===== src/rtl/aes_decrypt_round_sequencer.sv =====
// Iterative AES-128 decryption controller: steps one block through the external
// first-round unit once and the shared round unit nine times, then adds k0.
module aes_decrypt_round_sequencer #(
  parameter int ROUND_LAT = 1
) (
  input  logic         clk,
  input  logic         rst_n,
  input  logic         IN_VALID,
  output logic         IN_READY,
  input  logic [127:0] IN_DATA,
  output logic [3:0]   KEY_IDX,
  input  logic [127:0] KEY_IN,
  output logic [127:0] FR_DATA,
  output logic [127:0] FR_KEY,
  input  logic [127:0] FR_RESULT,
  output logic [127:0] RR_DATA,
  output logic [127:0] RR_KEY,
  input  logic [127:0] RR_RESULT,
  output logic         OUT_VALID,
  input  logic         OUT_READY,
  output logic [127:0] OUT_DATA,
  output logic         BUSY
);

  typedef enum logic [2:0] {
    IDLE,
    FIRST,
    ROUND,
    FINAL,
    OUTPUT
  } fsm_state_e;

  localparam logic [3:0] LAT = 4'(ROUND_LAT);

  fsm_state_e   fsm_state;
  fsm_state_e   fsm_next;
  logic [127:0] state_reg;
  logic [3:0]   wait_cnt;
  logic         phase_done;

  // A phase ends once the round unit has had ROUND_LAT edges with stable inputs.
  assign phase_done = (wait_cnt == LAT);

  always_ff @(posedge clk) begin
    if (!rst_n) begin
      fsm_state <= IDLE;
    end else begin
      fsm_state <= fsm_next;
    end
  end

  always_comb begin
    fsm_next = fsm_state;
    case (fsm_state)
      IDLE:    if (IN_VALID) fsm_next = FIRST;
      FIRST:   if (phase_done) fsm_next = ROUND;
      ROUND:   if (phase_done && (KEY_IDX == 4'd1)) fsm_next = FINAL;
      FINAL:   fsm_next = OUTPUT;
      OUTPUT:  if (OUT_READY) fsm_next = IDLE;
      default: fsm_next = IDLE;
    endcase
  end

  always_comb begin
    IN_READY  = (fsm_state == IDLE);
    OUT_VALID = (fsm_state == OUTPUT);
    BUSY      = (fsm_state != IDLE);
  end

  // Both round units see the same operands; only the active phase samples a result.
  assign FR_DATA = state_reg;
  assign RR_DATA = state_reg;
  assign FR_KEY  = KEY_IN;
  assign RR_KEY  = KEY_IN;

  always_ff @(posedge clk) begin
    if (!rst_n) begin
      state_reg <= '0;
      KEY_IDX   <= '0;
      wait_cnt  <= '0;
      OUT_DATA  <= '0;
    end else begin
      case (fsm_state)
        IDLE: begin
          if (IN_VALID) begin
            state_reg <= IN_DATA;
            KEY_IDX   <= 4'd10;
            wait_cnt  <= '0;
          end
        end
        FIRST: begin
          if (phase_done) begin
            state_reg <= FR_RESULT;
            KEY_IDX   <= 4'd9;
            wait_cnt  <= '0;
          end else begin
            wait_cnt <= wait_cnt + 4'd1;
          end
        end
        ROUND: begin
          if (phase_done) begin
            state_reg <= RR_RESULT;
            wait_cnt  <= '0;
            KEY_IDX   <= (KEY_IDX <= 4'd1) ? 4'd0 : KEY_IDX - 4'd1;
          end else begin
            wait_cnt <= wait_cnt + 4'd1;
          end
        end
        FINAL: begin
          OUT_DATA <= state_reg ^ KEY_IN;
        end
        OUTPUT: begin
          if (OUT_READY) KEY_IDX <= '0;
        end
        default: begin
          KEY_IDX <= '0;
        end
      endcase
    end
  end

endmodule


===== config.mk =====
export PLATFORM = sky130hd
export DESIGN_NAME = aes_decrypt_round_sequencer
export DESIGN_NICKNAME = d
export VERILOG_FILES = /design/src/rtl/aes_decrypt_round_sequencer.sv
export SDC_FILE = /design/constraint.sdc
export NUM_CORES = 1
export LEC_CHECK = 0
export CORE_AREA = 4 4 456 458
export CTS_BUF_LIST = sky130_fd_sc_hd__clkbuf_8
export CTS_CLUSTER_DIAMETER = 200
export DETAILED_ROUTE_END_ITERATION = 10
export DIE_AREA = 0 0 460 462
export PLACE_DENSITY = 0.3
export SYNTH_ARGS = -nofsm -noshare
export SYNTH_HDL_FRONTEND = slang
export SYNTH_SLANG_ARGS = --single-unit

===== constraint.sdc =====
create_clock -name clk -period 2.3 [get_ports clk]
set_input_delay 0.46 -clock clk [delete_from_list [all_inputs] [get_ports clk]]
set_output_delay 0.46 -clock clk [all_outputs]
set_load 0.005 [all_outputs]

==> qor.csv <==
metric,value,unit
comb_power_share,0.356,
synth_area_per_cell,8.193,um^2
p_int,11.28,mW
p_total,17.32,mW
met2_usage,0.2465,
p_leak,10.28,nW
ir_worst_vdd,0.4117,mV
hold_class,in2reg,
drt_iter0_markers,990,
clock_latency,0.75,ns
path_class,in2out,
grt.total_usage,0.1343,
yosysSeqAreaShare,0.3398,
p_sw_frac,0.3486,
critPathMaxFanout,3,
wire_per_inst,27.39,um
worstPathArrival,1.83,ns
fillers,23280,
die_h,462,um
fp.coreArea,204000,um^2
yosys_register_bits,267,
initial_utilization,0.07713,
cts.clk_slew.worst_paths,0.06,ns
critical_path.cell_chain,"clkdlybuf4s50_1, clkdlybuf4s50_1",
cts.sinks,267,
gp_congestion,0.8110,
placed_cell_area,29060,um^2
fin_crit,2.285,ns
max_freq,437.6,MHz
cpMostUsedCell,clkdlybuf4s50_1,
die_w,460,um
grt_pass1_wl,190500,um
grt_overflow,0,
worst-path-buf-inv,2,
dieArea,212500,um^2
synth.net_count,2440,
antenna_left,0,
hpwl,126500,um
pin_count,1163,
synthDistinctLibCells,41,
slew_headroom,0.4304,
drt-total-wl,151200,um
drc_errors,0,
synth_top_area_share,0.3398,
finalCritPeriodShare,0.9936,
drive_above_1_share,0.1533,
synth_edf_count,0,
drv_cap,0,
outcome,"complete, no violations",
dr.pass1.iters,5,
seqPwrFrac,0.328,
switchingPower,6.038,mW
worst_pin_slew,0.8545,ns
grt_pass1_vias,18730,
fin_area,30630,um^2
nNetsFinal,3288,
grt_max_degree,145,
cpPeakStageDelay,0.71,ns
synthTopCellsByArea,"dfxtp_1 (34%), buf_4 (19%), a21oi_1 (8.2%)",
critPathCaptureType,primary output,
netlist_area,15730,um^2
synth_flop_cell,dfxtp_1,
antenna_found_initial,75,
critPathSlowestCell,clkdlybuf4s50_1,
dr_total_vias,18100,
io_buffers,1162,
synth_top_area_cell,dfxtp_1,
crit_family,buffers and inverters,
area_growth,94.73,%
rsz0062_at_grt,no,
h-tree-depth,2,
via_per_inst,3.280,
cts_buffers,60,
row_count,166,
busiest_layer,met2,
synthArstFlopShare,0,
ctsHoldBuffers,0,
powerDensity,565.4,nW/um^2
synthCells,1920,
use_met1,0.1463,
pwr-share-clk,0.316,
setup_viol,0,
final_max_slew_viol_count,0,
yosys_warnings,0,
finalHoldViolCount,0,
cts_tree,built,
clockBufferDepth,3,
critical_path_required,1.84,ns
cp-start-kind,primary input,
root_buffer,clkbuf_8,
worst_clock_skew,0.03652,ns
grt_use_met3,0.05018,
-- path summary, 6_finish.rpt --
kind,startpoint,to,slack (ns),depth (start not counted)
hold reg to reg,FR_DATA[82]$_SDFFE_PN0P_,FR_DATA[82]$_SDFFE_PN0P_,0.47,2
setup / recovery,KEY_IN[65],RR_KEY[65],0.01,2
hold / removal,KEY_IN[50],OUT_DATA[50]$_SDFFE_PN0P_,0.36,4
setup reg to reg,fsm_state[1]$_SDFFE_PN0P_,FR_DATA[39]$_SDFFE_PN0P_,0.07,8
-- synth_stat cells (5+ instances only) --
cell,number
xnor2_1,129
o22ai_1,129
or4_1,128
a211oi_1,130
o21ai_0,131
nand2b_1,5
clkbuf_1,101
inv_1,5
dfxtp_1,267
buf_4,388
a21oi_1,258
nor2_1,137
buf_2,56
clkbuf_2,10
-- final cells by class --
type / instances / area (um^2) / share of cell area
Antenna cell: 19 / 47.55 / 0.001552
Sequential cell: 267 / 5619 / 0.1834
Tap cell: 2688 / 3363 / 0.1098
Clock buffer: 72 / 991.0 / 0.03235
Clock inverter: 34 / 148.9 / 0.004861
Timing Repair Buffer: 1344 / 13680 / 0.4467
Multi-Input combinational cell: 1089 / 6750 / 0.2204
Inverter: 6 / 30.03 / 0.0009803
-- flip-flops by register name, indices dropped and copies added (netlist names) --
register,flops
FR_DATA,128
OUT_DATA,128
KEY_IDX,4
wait_cnt,4
fsm_state,3
-- metrics by stage --
step	cells	utilization	hold slack [ns]	setup slack [ns]	setup TNS, ns
final	5519	0.1502	0.3562	0.01465	0
after floorplan	1920	-	0.4939	0.4428	0
after CTS	5497	0.1497	0.2521	-0.01195	-0.01195
after detailed placement	5374	0.1425	0.4683	-0.05037	-0.06752
after global routing	5506	0.1500	0.2724	0.001878	0
after global placement	5374	0.1425	0.4621	-0.05029	-0.08232
-- cells in the final DEF (no fill, tap or decap), types with 3 or more instances in the layout --
| master | count |
|---|---|
| and2_1 | 3 |
| nand2b_1 | 4 |
| xor2_1 | 3 |
| clkdlybuf4s15_2 | 3 |
| or4_1 | 128 |
| clkinv_2 | 4 |
| dfxtp_2 | 69 |
| a211oi_1 | 130 |
| clkbuf_8 | 72 |
| buf_12 | 65 |
| buf_6 | 3 |
| buf_4 | 145 |
| o21ai_0 | 131 |
| o22ai_1 | 129 |
| ha_1 | 4 |
| clkdlybuf4s50_1 | 1054 |
| diode_2 | 19 |
| a21oi_1 | 258 |
| dfxtp_1 | 148 |
| xnor2_1 | 129 |
| dlygate4sd2_1 | 70 |
| dfxtp_4 | 50 |
| inv_1 | 31 |
| nor2_1 | 135 |
| o211ai_1 | 3 |
-- power groups by stage --
stage          clock network [mW]  logic [mW]  registers, mW
5_1_grt                      6.01        6.63           5.74
3_5_place_dp                    0        6.24           5.78
3_3_place_gp                    0        6.26           5.78
6_report                     5.47        6.16           5.69
2_1_floorplan                   0        2.52           5.44
4_1_cts                      5.85        6.31           5.71
-- metal layers --
layer	routed length (um)	vias up
li1	-	8293
met1	57100	8625
met2	77480	958
met3	13470	200
met4	2942	28
met5	159	-
-- cells by family (layout without fill, tap and decap cells) --
logic type / Yosys count / count (layout) / share of synthesized area
AOI/OAI and AO/OA: 664 / 664 / 0.2458
buffers and inverters: 564 / 1456 / 0.2338
and+or+nand+nor: 288 / 288 / 0.1032
DFF: 267 / 267 / 0.3398
xor gates and xnor gates: 132 / 132 / 0.07349
adders and majority gates: 4 / 4 / 0.003182
muxes: 1 / 1 / 0.0007158
other: 0 / 19 / 0
-- repair_timing --
item,CTS,global route
endpoints found under the setup margin,283,57
gates resized for setup,264,2
cloned,0,1
pin swaps,1,1
buffers inserted,19,2
(Power assumes the default switching activity.)
==> edit: new RTL, same flow settings <==
The parameter `ROUND_LAT` goes from 1 to 0.
--- a/src/rtl/aes_decrypt_round_sequencer.sv
+++ b/src/rtl/aes_decrypt_round_sequencer.sv
@@ -3,3 +3,3 @@
 module aes_decrypt_round_sequencer #(
-  parameter int ROUND_LAT = 1
+  parameter int ROUND_LAT = 0
 ) (
Check against the original RTL: not settled (the Yosys comparison gave no result); the edit may change what the design does.
==> edit against the unedited design <==
Wire length is 9.2% higher; area after synthesis decreased by 1.1%; sequential power is 6.7% higher; largest power group unchanged; worst setup slack got worse by 0.0069 ns; non-clock buffer count increased by 39; sequential cell count stayed put; register-to-register slack better by 0.16 ns; critical path type unchanged; core utilization is 0.27 points higher; power grew 17%; final area grew 1.8%; combinational power rose by 21%.
==> edit: results (changes against the unedited design) <==
<table>
<tr><th>Metric</th><th>Value</th></tr>
<tr><th colspan="2">Status</th></tr>
<tr><td>Result of the run</td><td>finished, final reports clean</td></tr>
<tr><th colspan="2">Power</th></tr>
<tr><td>Worst vdd ir</td><td>0.3471 mV (-16%)</td></tr>
<tr><td>Static leakage</td><td>10.83 nW (+5.4%)</td></tr>
<tr><th colspan="2">Worst setup path</th></tr>
<tr><td>Crit path from</td><td>KEY_IN[115]</td></tr>
<tr><td>End of the worst register-to-register path</td><td>FR_DATA[89]$_SDFFE_PN0P_</td></tr>
<tr><th colspan="2">Min path</th></tr>
<tr><td>Worst Hold Path EP</td><td>FR_DATA[62]$_SDFFE_PN0P_</td></tr>
<tr><td>Hold path start</td><td>IN_DATA[62]</td></tr>
<tr><th colspan="2">Final layout</th></tr>
<tr><td>Count of clock-net buffers in the final layout</td><td>87 (+21%)</td></tr>
<tr><td>Count of plain and timing-repair buffers in the layout</td><td>1383 (+2.9%)</td></tr>
<tr><td>Number of fill cells</td><td>23202 (-0.33%)</td></tr>
<tr><td>Area of the multi-input gates</td><td>6465 µm² (-4.2%)</td></tr>
<tr><td>Final #Nets</td><td>3214 (-2.3%)</td></tr>
<tr><td>Ratio of cells with drive above 1 in the final layout</td><td>18.36% (+3.0 points)</td></tr>
<tr><td>Non-clock buffering overhead</td><td>45.22% (+0.55 points)</td></tr>
<tr><th colspan="2">Drt</th></tr>
<tr><td>Total wirelength of the detailed-routed design</td><td>165.1 mm (+9.2%)</td></tr>
<tr><td>DRC marker count from the first detailed-route iteration</td><td>881 (-11%)</td></tr>
<tr><td>Total via count after detailed routing</td><td>17677 (-2.4%)</td></tr>
<tr><td>Met1 wire length</td><td>68.20 mm (+19%)</td></tr>
<tr><th colspan="2">Place</th></tr>
<tr><td>Final estimated routing congestion in global placement</td><td>0.8011 (-1.2%)</td></tr>
<tr><td>DP HPWL</td><td>140.7 mm (+11%)</td></tr>
<tr><th colspan="2">Clocking</th></tr>
<tr><td>Deepest level of the CTS H-tree</td><td>3 (+1)</td></tr>
<tr><td>Inserted Clock Buffers</td><td>71 (+18%)</td></tr>
<tr><td>Clock insertion delay at the later pin of the skew report</td><td>0.77 ns (+0.02 ns)</td></tr>
<tr><th colspan="2">Synth</th></tr>
<tr><td>Post-synthesis area per instance</td><td>8.804 µm² (+7.4%)</td></tr>
<tr><td>Synth unique cells</td><td>51 (+24%)</td></tr>
<tr><th colspan="2">Global routing</th></tr>
<tr><td>Global-route wire length before repair</td><td>203.7 mm (+7.0%)</td></tr>
<tr><td>Met1 layer usage reported by global route</td><td>17.56% (+2.9 points)</td></tr>
<tr><td>Global router's overall resource usage</td><td>14.81% (+1.4 points)</td></tr>
<tr><td>Pin count of the biggest net entering global routing</td><td>72 (-50%)</td></tr>
<tr><th colspan="2">Timing</th></tr>
<tr><td>Final period demand of the worst path</td><td>2.292 ns (+0.006911 ns)</td></tr>
</table>
==> edit: cell families after synthesis <==
logic type | count (synthesis) | share of synthesized area [%]
buffers and inverters | 538 | 24.40
AOI/OAI and AO/OA | 534 | 25.92
and+or+nand+nor | 293 | 7.581
DFF | 267 | 34.34
xor gates and xnor gates | 131 | 7.371
adders and majority gates | 4 | 0.3216
muxes | 1 | 0.06431
==> edit: metrics by stage <==
step / hold WS, ns / setup TNS (ns)
2_1_floorplan: 0.4850 / 0
3_3_place_gp: 0.4848 / -0.3603
3_5_place_dp: 0.4887 / -0.003743
4_1_cts: 0.2225 / -0.02706
5_1_grt: 0.2870 / -0.05762
6_report: 0.3884 / 0
==> edit: timing repair <==
item	4_1_cts	5_1_grt
pin swaps	2	1
setup endpoints to repair	282	2
resized for setup	377	0
setup buffers	34	0
gates cloned	0	0
==> edit: where the power goes <==
group          total [mW]  leakage (nW)  switching [mW]  internal (mW)
logic                7.48          7.74            3.52           3.96
clock network        6.80         0.850            3.04           3.76
registers            6.07          2.24           0.866           5.20
